[src/rtl/mips_seq_pkg.sv]
// rtl/mips_seq_pkg.sv - state encoding and PC source selectors for the MIPS cycle sequencer
package mips_seq_pkg;

  typedef enum logic [2:0] {
    IDLE    = 3'd0,
    FETCH   = 3'd1,
    DECODE  = 3'd2,
    EXECUTE = 3'd3,
    MEM     = 3'd4,
    WB      = 3'd5,
    HALT    = 3'd6,
    FAULT   = 3'd7
  } seq_state_t;

  localparam logic [1:0] PC_SEQ = 2'b00;
  localparam logic [1:0] PC_BR  = 2'b01;
  localparam logic [1:0] PC_JMP = 2'b10;

  localparam int WAIT_W = 8;

endpackage

[src/rtl/mips_wait_timer.sv]
// rtl/mips_wait_timer.sv - consecutive not-ready cycle counter shared by FETCH and MEM
module mips_wait_timer
  import mips_seq_pkg::*;
#(
  parameter int MAX_WAIT = 8
) (
  input  logic clk,
  input  logic rst,
  input  logic clear,
  input  logic ready,
  input  logic active,
  output logic expired
);

  localparam logic [WAIT_W-1:0] LAST_WAIT = WAIT_W'(MAX_WAIT - 1);

  logic [WAIT_W-1:0] wait_cnt;
  logic              stalled;

  assign stalled = active & ~ready;

  always_ff @(posedge clk) begin
    if (rst || clear) begin
      wait_cnt <= '0;
    end else if (stalled) begin
      wait_cnt <= wait_cnt + WAIT_W'(1);
    end
  end

  // Fires during the MAX_WAIT-th consecutive stalled cycle so the next state is FAULT.
  assign expired = stalled & (wait_cnt == LAST_WAIT);

endmodule

[src/rtl/mips_cycle_sequencer.sv]
// rtl/mips_cycle_sequencer.sv - multi-cycle FETCH/DECODE/EXECUTE/MEM/WB sequencer with halt and fault trapping
module mips_cycle_sequencer
  import mips_seq_pkg::*;
#(
  parameter int MAX_WAIT = 8,
  parameter int CNT_W    = 16
) (
  input  logic             clk,
  input  logic             rst,
  input  logic             run,
  input  logic             dec_rw_ctrl,
  input  logic             dec_mem_read,
  input  logic             dec_mem_write,
  input  logic             dec_branch,
  input  logic             dec_jump,
  input  logic             dec_halt,
  input  logic             dec_illegal,
  input  logic             br_cond,
  input  logic             imem_ready,
  input  logic             dmem_ready,
  output logic             imem_req,
  output logic             ir_write,
  output logic             alu_en,
  output logic             dmem_req,
  output logic             dmem_we,
  output logic             reg_write,
  output logic             pc_write,
  output logic [1:0]       pc_src,
  output logic             halted,
  output logic             fault,
  output logic [CNT_W-1:0] retired
);

  seq_state_t state;
  seq_state_t next_state;
  seq_state_t retire_target;
  logic       timer_clear;
  logic       timer_ready;
  logic       timer_active;
  logic       timer_expired;
  logic       mem_op;

  assign mem_op        = dec_mem_read | dec_mem_write;
  assign retire_target = run ? FETCH : IDLE;

  assign timer_active = (state == FETCH) || (state == MEM);
  assign timer_ready  = (state == FETCH) ? imem_ready : dmem_ready;
  // Restart the count on each fresh entry into a waiting state.
  assign timer_clear  = ((next_state == FETCH) || (next_state == MEM)) && (next_state != state);

  mips_wait_timer #(
    .MAX_WAIT (MAX_WAIT)
  ) u_wait_timer (
    .clk     (clk),
    .rst     (rst),
    .clear   (timer_clear),
    .ready   (timer_ready),
    .active  (timer_active),
    .expired (timer_expired)
  );

  always_ff @(posedge clk) begin
    if (rst) begin
      state <= IDLE;
    end else begin
      state <= next_state;
    end
  end

  always_comb begin
    next_state = state;
    case (state)
      IDLE: begin
        if (run) next_state = FETCH;
      end
      FETCH: begin
        if (imem_ready)         next_state = DECODE;
        else if (timer_expired) next_state = FAULT;
      end
      DECODE: begin
        if (dec_illegal)                         next_state = FAULT;
        else if (dec_mem_read && dec_mem_write)  next_state = FAULT;
        else if (dec_halt)                       next_state = HALT;
        else                                     next_state = EXECUTE;
      end
      EXECUTE: begin
        if (dec_jump || dec_branch) next_state = retire_target;
        else if (mem_op)            next_state = MEM;
        else if (dec_rw_ctrl)       next_state = WB;
        else                        next_state = retire_target;
      end
      MEM: begin
        if (dmem_ready)         next_state = dec_mem_write ? retire_target : WB;
        else if (timer_expired) next_state = FAULT;
      end
      WB:      next_state = retire_target;
      HALT:    next_state = HALT;
      FAULT:   next_state = FAULT;
      default: next_state = FAULT;
    endcase
  end

  // Strobes are forced low during the reset cycle so no memory access can start.
  always_comb begin
    imem_req  = 1'b0;
    ir_write  = 1'b0;
    alu_en    = 1'b0;
    dmem_req  = 1'b0;
    dmem_we   = 1'b0;
    reg_write = 1'b0;
    pc_write  = 1'b0;
    pc_src    = PC_SEQ;
    halted    = 1'b0;
    fault     = 1'b0;
    if (!rst) begin
      case (state)
        FETCH: begin
          imem_req = 1'b1;
          ir_write = imem_ready;
        end
        EXECUTE: begin
          alu_en = 1'b1;
          if (dec_jump) begin
            pc_write = 1'b1;
            pc_src   = PC_JMP;
          end else if (dec_branch) begin
            pc_write = 1'b1;
            pc_src   = br_cond ? PC_BR : PC_SEQ;
          end else if (!mem_op && !dec_rw_ctrl) begin
            pc_write = 1'b1;
          end
        end
        MEM: begin
          dmem_req = 1'b1;
          dmem_we  = dec_mem_write;
          pc_write = dmem_ready & dec_mem_write;
        end
        WB: begin
          reg_write = 1'b1;
          pc_write  = 1'b1;
        end
        HALT:    halted = 1'b1;
        FAULT:   fault  = 1'b1;
        default: ;
      endcase
    end
  end

  always_ff @(posedge clk) begin
    if (rst) begin
      retired <= '0;
    end else if (pc_write && (retired != {CNT_W{1'b1}})) begin
      retired <= retired + CNT_W'(1);
    end
  end

endmodule

[config.mk]
export PLATFORM = sky130hd
export DESIGN_NAME = mips_cycle_sequencer
export DESIGN_NICKNAME = d
export VERILOG_FILES = /design/src/rtl/mips_seq_pkg.sv /design/src/rtl/mips_wait_timer.sv /design/src/rtl/mips_cycle_sequencer.sv
export SDC_FILE = /design/constraint.sdc
export NUM_CORES = 1
export LEC_CHECK = 0
export ABC_AREA = 1
export CAP_MARGIN = 25
export CELL_PAD_IN_SITES_DETAIL_PLACEMENT = 1
export CELL_PAD_IN_SITES_GLOBAL_PLACEMENT = 1
export CORE_MARGIN = 4
export CORE_UTILIZATION = 36
export DETAILED_ROUTE_END_ITERATION = 16
export MAX_ROUTING_LAYER = met4
export PLACE_DENSITY_LB_ADDON = 0.2
export SLEW_MARGIN = 10
export SYNTH_ARGS = -nofsm -noshare
export SYNTH_HDL_FRONTEND = slang
export SYNTH_SLANG_ARGS = --single-unit
[constraint.sdc]
create_clock -name clk -period 2.3 [get_ports clk]
set_clock_uncertainty 0.1 [all_clocks]
set_input_delay 0.69 -clock clk [delete_from_list [all_inputs] [get_ports clk]]
set_output_delay 0.69 -clock clk [all_outputs]
set_load 0.03 [all_outputs]
# After elaboration in Yosys (flattened, before gate mapping)
# Index checks and enable logic that the tools add are counted.
# totals
reg_bits,27
output_inout_bits,27
elab_cells,73
input_bits,13
# op_classes
n_eq_ne,12
add_sub_neg,2
n_mux,40
reduce_logical,11
bitwise_logic,5
# ops
op,count
3-bit two-way mux,11
1-bit two-way mux,24
3-bit one-hot mux with 8 select lines,1
"16-bit by 1-bit adder with 16-bit output, second input constant",1
"16-bit != test, second input constant",1
"3-bit equality test, second input constant",5
"8-bit by 1-bit adder with 8-bit output, second input constant",1
"8-bit by 3-bit equality test with 1-bit output, second input constant",1
"3-bit by 1-bit equality test with 1-bit output, second input constant",2
"3-bit by 2-bit equality test with 1-bit output, second input constant",2
2-bit two-way mux,3
1-bit logical AND,4
1-bit logical OR,4
1-bit AND,3
3-bit logical NOT,1
3-bit != test,1
1-bit one-hot mux with 3 select lines,1
1-bit logical NOT,2
1-bit inverter,1
1-bit OR,1

# Logic depth before layout (Yosys ltp)
# depth
word_depth,12
mapped_depth,13
depth_no_buf,13

# Hierarchy
# A second synthesis with hierarchy kept.
# unflattened
hier_cells,308
area_unflattened_um2,1889.3
# modules_own_cells
module,seq_area_each_um2,area_per_inst_um2,n_inst,cells_per_inst
mips_cycle_sequencer,380.4,1477.7,1,250
mips_wait_timer,160.2,411.6,1,58

# Least setup slack after synthesis
# Ideal clock, no wire load.
# synth_path
path_kind,input-to-output
startpoint,input port rst
endpoint,output port halted
setup_slack_ns,-0.066
n_path_buf,1
arrival_ns,1.576
t_required_ns,1.510
path_stages,2
cell_sequence,clkbuf_1 -> nor3_1
# synth_via
elab_chain_len,1
# synth_lines
element,line_no,source
"start, declared",mips_cycle_sequencer.sv:9,"input logic rst,"
1-bit two-way mux,mips_cycle_sequencer.sv:115,if (!rst) begin
"end, declared",mips_cycle_sequencer.sv:29,"output logic halted,"
# No other way between the ends.

# Worst setup path in the final report
# layout_path
startpoint,input port br_cond
endpoint,output port pc_src[0]
# layout_via
elab_chain_len,5
# layout_lines
element,line_no,source
"start, declared",mips_cycle_sequencer.sv:18,"input logic br_cond,"
1-bit two-way mux,mips_cycle_sequencer.sv:128,pc_src = br_cond ? PC_BR : PC_SEQ;
1-bit two-way mux,mips_cycle_sequencer.sv:126,end else if (dec_branch) begin
2-bit two-way mux,mips_cycle_sequencer.sv:123,if (dec_jump) begin
2-bit two-way mux,mips_cycle_sequencer.sv:116,case (state)
2-bit two-way mux,mips_cycle_sequencer.sv:115,
"end, declared",mips_cycle_sequencer.sv:28,"output logic [1:0] pc_src,"
# No other way between the ends.

==> flow_metrics.env <==
export IMPL_synth_simple_area_share_pct=44.3
export IMPL_postSynthAreaPerCell_sq_um=6.88
export IMPL_drc=0
export IMPL_clockRootBuffer="clkbuf_8"
export IMPL_crit_slowest_cell="clkdlybuf4s50_1"
export IMPL_switching_share_pct=34.9
export IMPL_cts_buffers=3
export IMPL_clkPwrFrac_pct=23.9
export IMPL_synth_xor_area_share_pct=7.52
export IMPL_cts_tree="yes"
export IMPL_cp_top_family="buffers and inverters"
export IMPL_insertion_delay_ps=280
export IMPL_die_x_microns=80.0
export IMPL_muxShareOfSynthArea_pct=0.537
export IMPL_final_antenna_net_count=0
export IMPL_grt_max_degree=17
export IMPL_power_switching_uw=411
export IMPL_synth_compound_area_share_pct=7.32
export IMPL_initial_core_util_pct=38.2
export IMPL_synth_top_area_share_pct=29.0
export IMPL_synth_nets=286
export IMPL_startpoint="br_cond"
export IMPL_pin_count=40
export IMPL_p_int_uw=765
export IMPL_mostFrequentLayoutCell="nand2_1"
export IMPL_h_tree_depth=1
export IMPL_vias=1937
export IMPL_p_leak_uw=0.00114
export IMPL_maxSlewHeadroom_pct=64.1
export IMPL_finalSetupViolations=0
export IMPL_power_density_mw_per_mm2=454
export IMPL_synth_top_area_cell="dfxtp_1"
export IMPL_synth_top_family_by_area="simple AND/OR/NAND/NOR gates"
export IMPL_dieHeight_microns=80.0
export IMPL_critPathKind="in2out"
export IMPL_pwr_share_comb_pct=32.2
export IMPL_maxCapViolations=0
export IMPL_gp_congestion=0.853
export IMPL_worst_hold_slack_ps=437
export IMPL_synth_cells=271
export IMPL_yosysUniqueCellTypes=35
export IMPL_syn_to_final_growth_pct=39.0
export IMPL_synthAdderAreaFrac_pct=1.34
export IMPL_tightestPinTransition_ps=533
export IMPL_drive_gt1_share_pct=25.9
export IMPL_io_buffers=39
export IMPL_power_total_uw=1180
export IMPL_crit_required_ps=1510
export IMPL_hold_viol=0
export IMPL_grt_overflow=0
export IMPL_track_usage_pct=18.9
export IMPL_period_minus_slack_ps=2290
export IMPL_firstDrtPassIters=4
export IMPL_hpwl_microns=4300
export IMPL_synth_seq_cells=27
export IMPL_grt_pass1_vias=2065
export IMPL_hp_start="retired[9]"
export IMPL_drtIter0Drc=68
export IMPL_seq_area_frac_synth_pct=29.0
export IMPL_rows=25
export IMPL_clkTransAtPathRegs_ps=100
export IMPL_post_route_util_pct=53.1
export IMPL_core_sq_mm=0.00488
export IMPL_cts_hold_buf=0
export IMPL_path_max_fanout=1
export IMPL_slew_violations=0
export IMPL_min_period_over_period_pct=99.7
export IMPL_ys_warn_count=0
export IMPL_cts_buffer_depth=2
export IMPL_end_kind="output port"
export IMPL_crit_arrival_ps=1500
export IMPL_avgViaCountPerCell=4.76
export IMPL_worst_setup_path_start_kind="input pin"
export IMPL_drt_wl_total_microns=5440
export IMPL_cts_num_sinks=27
export IMPL_grt_pass1_wl_microns=9480
export IMPL_ir_drop_v=0.000335
export IMPL_final_cell_mix="nand2_1 (62), buf_4 (39), inv_1 (32)"
export IMPL_crit_path_max_incr_delay_ps=470
export IMPL_nNetsFinal=356
export IMPL_p_seq_share_pct=43.9
export IMPL_wl_per_cell_microns=13.4
export IMPL_r2r_start="retired[0]"
export IMPL_path_buf_inv=2
export IMPL_status="complete, no violations"
export IMPL_netlist_area_sq_mm=0.00186
export IMPL_diodes=0
export IMPL_max_freq_mhz=436
export IMPL_die_area_sq_mm=0.00639
export IMPL_antenna_found_initial=0
export IMPL_hold_class="reg2reg"
export IMPL_ys_top_cells_by_area="dfxtp_1 (29%), nand2_1 (13%), inv_1 (6.8%)"
export IMPL_crit_chain="clkdlybuf4s50_1 > nand3_1 > nor2_1 > buf_4"
==> cells by family after synthesis <==
kind of cell	after synthesis
AO/OA/AOI/OAI	25
adder cells (fa/ha/maj)	2
buffers and inverters	44
AND/OR/NAND/NOR	156
XOR/XNOR	16
multiplexers	1
flip-flops	27
==> power groups by stage <==
stage | clock (uW) | combinational (uW) | sequential, uW
detailed placement | 0 | 377 | 521
global route | 315 | 419 | 519
global placement | 0 | 368 | 521
finish | 281 | 379 | 516
CTS | 296 | 379 | 512
floorplan | 0 | 246 | 515
==> Yosys cell counts <==
cell,number
a21oi_1,13
inv_1,34
mux2i_1,1
buf_6,1
nand2_4,6
nand4_1,5
clkbuf_1,2
nor4_1,1
a21oi_4,1
and3_1,2
o21ai_0,10
nor3_4,1
nor3b_1,1
nor3_1,8
nand2_2,1
nor2_2,11
ha_1,2
nand3_4,1
nor2_8,1
nor2_4,2
inv_2,1
xnor2_1,7
clkinv_1,1
nand4_4,1
nand2_1,64
nand3b_1,3
clkinv_2,1
nand3_2,3
inv_4,2
buf_4,2
xor2_1,9
nor2_1,24
dfxtp_1,27
o21ai_1,1
nand3_1,21
==> cell type report <==
| type | instances | area, sq um |
|---|---|---|
| Inverter | 39 | 153 |
| Clock buffer | 3 | 41.3 |
| Multi-Input combinational cell | 200 | 1150 |
| Tap cell | 67 | 83.8 |
| Fill cell | 660 | 2290 |
| Clock inverter | 1 | 7.51 |
| Timing Repair Buffer | 70 | 606 |
| Sequential cell | 27 | 546 |
==> metrics by stage <==
step / setup TNS [ps] / std cells / instance area (sq um) / worst slack (ps)
floorplan: -50.4 / 271 / 1870 / -12.6
detailed placement: -6100 / 400 / 2500 / -289
global route: -38.2 / 407 / 2590 / -38.2
global placement: -4550 / 400 / 2500 / -246
finish: 0 / 407 / 2590 / 5.89
CTS: 0 / 405 / 2570 / 3.15
==> registers in the layout, summed over array words and instances, names as in the netlist <==
name,count
retired,16
u_wait_timer.wait_cnt,8
state,3
==> worst register-to-register path: stages (launching register included) <==
cell and delay, ps:
dfxtp_1 410, ha_1 190, nand4_1 180, nor3_1 280
nand2_1 140, nand2_4 100, buf_4 150, o21ai_0 90
and3_1 150
==> path summary, 6_finish.rpt <==
path / slack [ps] / to / cells past startpoint
setup / recovery: 6 / pc_src[0] / 4
setup reg to reg: 420 / retired[4] / 8
hold / removal: 440 / retired[9] / 2
hold reg to reg: 440 / retired[9] / 2
==> metal layers <==
metal / up-vias / GRT usage [%] / part of all wire, %
met5: - / - / 0
met4: 0 / 2.53 / 0.39
met3: 2 / 3.16 / 3.8
met2: 33 / 33.3 / 49
met1: 904 / 23.2 / 47
li1: 998 / - / -
==> what timing repair did <==
action	4_1_cts	5_1_grt
buffers inserted	1	2
cloned	0	0
endpoints found under the setup margin	11	11
pin swaps	7	10
gates resized for setup	16	12
(Power assumes the default switching activity.)
